## config.mk

```make
export PLATFORM = sky130hd
export DESIGN_NAME = fetch_32
export DESIGN_NICKNAME = d
export VERILOG_FILES = /design/src/rtl/fetch_32.sv
export SDC_FILE = /design/constraint.sdc
export NUM_CORES = 1
export LEC_CHECK = 0
export ABC_AREA = 1
export CELL_PAD_IN_SITES_DETAIL_PLACEMENT = 1
export CELL_PAD_IN_SITES_GLOBAL_PLACEMENT = 2
export CORE_ASPECT_RATIO = 1.25
export CORE_MARGIN = 3
export CORE_UTILIZATION = 33
export CTS_CLUSTER_DIAMETER = 80
export CTS_CLUSTER_SIZE = 40
export DETAILED_ROUTE_END_ITERATION = 10
export PLACE_DENSITY = 0.94
export SYNTH_ARGS = -nofsm -noshare
export SYNTH_HDL_FRONTEND = slang
export SYNTH_SLANG_ARGS = --single-unit
```

## constraint.sdc

```tcl
create_clock -name clk_in -period 20.3 [get_ports clk_in]
set_input_delay 4.06 -clock clk_in [delete_from_list [all_inputs] [get_ports clk_in]]
set_output_delay 4.06 -clock clk_in [all_outputs]
set_load 0.02 [all_outputs]
```

## src/rtl/fetch_32.sv

```systemverilog
// Instruction fetch stage: owns the PC, issues single-word reads, buffers words in a small FIFO for decode.
// Optional FETCH_PERF_EN adds fetch/redirect performance counters.
module fetch_32 #(
   parameter logic [31:0] RESET_PC    = 32'h0000_0000,
   parameter logic [31:0] BUBBLE_INSN = 32'h4C00_0000,
   parameter int          FIFO_DEPTH  = 2
) (
   input  logic        clk_in,
   input  logic        reset_in,
   input  logic        stall_in,
   input  logic        halt_in,
   input  logic        redirect_in,
   input  logic [31:0] redirect_pc_in,
   output logic        imem_req_out,
   output logic [31:0] imem_addr_out,
   input  logic        imem_ack_in,
   input  logic [31:0] imem_data_in,
   output logic [31:0] insn_out,
   output logic [31:0] insn_pc_out,
   output logic        insn_valid_out,
   output logic        align_fault_out
`ifdef FETCH_PERF_EN
   ,
   output logic [31:0] fetch_count_out,
   output logic [15:0] redirect_count_out
`endif
);

   localparam int AW = (FIFO_DEPTH > 1) ? $clog2(FIFO_DEPTH) : 1;
   localparam logic [AW:0] FULL_CNT = (AW+1)'(FIFO_DEPTH);

   typedef enum logic [1:0] {BOOT, RUN, HOLD} state_t;

   state_t        state, state_nxt;
   logic [31:0]   fetch_pc;
   logic [31:0]   pc_mem   [FIFO_DEPTH];
   logic [31:0]   data_mem [FIFO_DEPTH];
   logic [AW-1:0] rd_ptr, wr_ptr;
   logic [AW:0]   count;
   logic          req, push, pop;

   always_ff @(posedge clk_in) begin
      if (reset_in) state <= BOOT;
      else          state <= state_nxt;
   end

   // Halt only takes effect through the state register, so req drops after the sampling edge.
   always_comb begin
      state_nxt = state;
      req       = 1'b0;
      case (state)
         BOOT: state_nxt = RUN;
         RUN: begin
            req = (count < FULL_CNT);
            if (halt_in) state_nxt = HOLD;
         end
         HOLD: if (!halt_in) state_nxt = RUN;
         default: state_nxt = BOOT;
      endcase
   end

   assign insn_valid_out = (count != '0);
   assign push           = req && imem_ack_in && !redirect_in;
   assign pop            = insn_valid_out && !stall_in && !redirect_in;

   assign imem_req_out  = req;
   assign imem_addr_out = fetch_pc;
   assign insn_out      = insn_valid_out ? data_mem[rd_ptr] : BUBBLE_INSN;
   assign insn_pc_out   = insn_valid_out ? pc_mem[rd_ptr]   : fetch_pc;

   always_ff @(posedge clk_in) begin
      if (reset_in) begin
         fetch_pc        <= RESET_PC;
         rd_ptr          <= '0;
         wr_ptr          <= '0;
         count           <= '0;
         align_fault_out <= 1'b0;
      end else begin
         align_fault_out <= redirect_in && (redirect_pc_in[1:0] != 2'b00);
         if (redirect_in) begin
            fetch_pc <= {redirect_pc_in[31:2], 2'b00};
            rd_ptr   <= '0;
            wr_ptr   <= '0;
            count    <= '0;
         end else begin
            if (push) begin
               pc_mem[wr_ptr]   <= fetch_pc;
               data_mem[wr_ptr] <= imem_data_in;
               wr_ptr           <= wr_ptr + 1'b1;
               fetch_pc         <= fetch_pc + 32'd4;
            end
            if (pop) rd_ptr <= rd_ptr + 1'b1;
            case ({push, pop})
               2'b10:   count <= count + 1'b1;
               2'b01:   count <= count - 1'b1;
               default: count <= count;
            endcase
         end
      end
   end

`ifdef FETCH_PERF_EN
   always_ff @(posedge clk_in) begin
      if (reset_in) begin
         fetch_count_out    <= '0;
         redirect_count_out <= '0;
      end else begin
         if (push) fetch_count_out <= fetch_count_out + 32'd1;
         if (redirect_in && redirect_count_out != 16'hFFFF)
            redirect_count_out <= redirect_count_out + 16'd1;
      end
   end
`endif

endmodule
```

==> metrics.yaml <==
grt_first_pass_wirelength_mm: 34.9
die_w_um: 139
startpoint: "count[1]$_SDFFE_PP0P_"
p_leak_nw: 3.53
cts_setup_buffers: 0
ir_drop_uv: 57.4
setup_viol: 0
ant_nets: 0
synth_edf_count: 124
synthTopCellsByArea: "edfxtp_1 (51%), nand2_1 (12%), dfxtp_1 (10%)"
io_pins: 169
totalNegativeSetupSlack_ps: 0
antennaDiodeCount: 0
finalCritPeriodShare_pct: 35.1
drc: 0
mappedNetlistArea_um2: 7270
seq_area_frac_synth_pct: 61.7
status: "completed"
fin_hold_ws_ps: 500
wl_per_cell_um: 18.6
die_y_um: 172
async_flop_share_pct: 0
gp_congestion: 0.796
drt_first_pass_iters: 5
clk_latency_ps: 430
path_clk_slew_ps: 80
synthDistinctLibCells: 30
drv_slew: 0
overflow: 0
max_cap_violations: 0
cp.required_ps: 16240
io_buffer_count: 164
die_area_um2: 23900
ctsResizeCount: 0
min_period_ps: 7130
core_area_um2: 21600
grt_use_total_pct: 18.8
cts_buffers: 17
hp-class: "reg -> reg"
hpwl_mm: 15.9
cts_buffer_depth: 2
synth_largest_area_cell: "edfxtp_1"
r2r-end: "count[1]$_SDFFE_PP0P_"
synth.ff_latch_count: 162
first_iter_violations: 259
htree_levels: 4
worstHoldStart: "state[0]$_SDFFE_PP0P_"
start_kind: "register"
start_util_pct: 33.6
nNetsFinal: 1000
yosysMostFrequentCell: "nand2_1"
cts_tree: "done"
synthTopCellsByCount: "nand2_1 (241), edfxtp_1 (124), a21oi_1 (91), nor2_1 (58), inv_1 (52)"
path_class: "reg -> out"
via_per_inst: 4.91
fmax_mhz: 140
cts_sinks: 162
grt_pass1_vias: 6291
avgSynthCellArea_um2: 9.43
drive_gt1_share_pct: 7.23
fin_worst_skew_ps: 14.2
endpoint: "insn_pc_out[13]"
hold_viol_final: 0
worst_setup_path_end_kind: "primary output"
r2r_start: "count[1]$_SDFFE_PP0P_"
cts_hold_buf: 0
route.vias.total: 5986
rsz0062_at_grt: "no"
syn_inst: 771
rrSetupSlack_ps: 18100
fp-row-count: 60
slew_headroom_pct: 23.3
synth_top_cell_area_share_pct: 51.2
yosysWarnings: 0
worst_pin_slew_ps: 1150
cp_max_fo: 46
layout_setup_ws_ps: 13170
routed_wl_mm: 22.7
area_delta_synth_final_pct: 34.2
power_density_nw_per_um2: 78.5
root_buffer: "clkbuf_16"
dpl_worst_slack_ps: 13490
cp.arrival_ps: 3070
synth-main-ff-cell: "edfxtp_1"
grt_max_degree: 63
antenna_found_initial: 0
rr_worst_depth: 7
-- layout make-up --
type / instances / area [um^2]
Fill cell: 2478 / 11900
Sequential cell: 162 / 4490
Multi-Input combinational cell: 518 / 2420
Timing Repair Buffer: 174 / 1720
Clock buffer: 18 / 429
Tap cell: 279 / 349
Inverter: 55 / 206
Clock inverter: 14 / 149
-- worst min-delay path by stage --
stage | end | slack, ps | depth (start not counted)
final | state[0]$_SDFFE_PP0P_ | 500 | 1
after floorplan | state[0]$_SDFFE_PP0P_ | 440 | 1
after CTS | rd_ptr$_SDFFE_PP0P_ | 500 | 2
after global placement | state[1]$_SDFFE_PP0P_ | 460 | 2
after global routing | state[1]$_SDFFE_PP0P_ | 530 | 2
after detailed placement | rd_ptr$_SDFFE_PP0P_ | 490 | 2
-- power by group --
part / switching [W] / leakage [nW] / internal, W
Clock: 0.000142 / 0.269 / 0.000173
Sequential: 0.0000102 / 1.44 / 0.000363
Combinational: 0.0000409 / 1.82 / 0.0000367
Total: 0.000193 / 3.53 / 0.000573
-- layout by cell type, fill, tap and decap left out, types with 2 or more instances in the layout --
master | Yosys | final
inv_6 | 0 | 5
nand2_1 | 241 | 241
inv_2 | 3 | 3
nand2_2 | 4 | 4
nand3_1 | 32 | 32
buf_4 | 7 | 10
nor2_4 | 4 | 5
dfxtp_1 | 38 | 37
clkinvlp_4 | 0 | 4
xor2_1 | 11 | 11
clkinv_4 | 0 | 2
and2_1 | 2 | 2
inv_1 | 52 | 52
edfxtp_1 | 124 | 124
nor3_2 | 0 | 2
nor2_1 | 58 | 57
nand2_4 | 2 | 2
a21oi_1 | 91 | 91
nor2_2 | 7 | 7
conb_1 | 1 | 4
ha_1 | 2 | 2
a31oi_1 | 9 | 9
clkbuf_16 | 0 | 17
a211oi_1 | 2 | 2
a22oi_1 | 19 | 19
o21ai_0 | 21 | 21
or2_2 | 2 | 2
clkdlybuf4s50_1 | 0 | 164
-- metal layers --
layer | track usage [%] | wire [um]
met1 | 22.6 | 9600
met5 | 0 | 0
met3 | 3.37 | 796
met4 | 5.53 | 373
met2 | 34.7 | 11900
-- worst max-delay path, stage by stage, from the launching register on --
cell and delay, ps:
dfxtp_1 370, nor2_4 700, buf_4 570, a21oi_1 80
a22oi_1 210, clkdlybuf4s50_1 650
-- sequential cells by signal, indices dropped and copies added (netlist names), named ones only --
register / cells
data_mem: 64
pc_mem: 60
imem_addr_out: 30
count: 2
state: 2
align_fault_out: 1
rd_ptr: 1
wr_ptr: 1
-- cells by family after synthesis --
| group | count (synthesis) | synth area share [%] |
|---|---|---|
| simple gates | 356 | 20.1 |
| flops | 162 | 61.7 |
| compound gates | 144 | 10.9 |
| buf+inv | 94 | 5.45 |
| xor+xnor | 12 | 1.45 |
| fa+ha+maj | 2 | 0.344 |
| other cells | 1 | 0.0516 |
-- through the flow --
step	instance area, um^2	instances	power (W)	util [%]
after floorplan	7280	774	0.000414	-
after global placement	9180	1188	0.000457	42.4
after detailed placement	9180	1188	0.000459	42.4
after CTS	9760	1220	0.000774	45.1
after global routing	9760	1220	0.000795	45.1
final	9760	1220	0.000765	45.1
No activity file was read; power rests on OpenSTA's default activity.
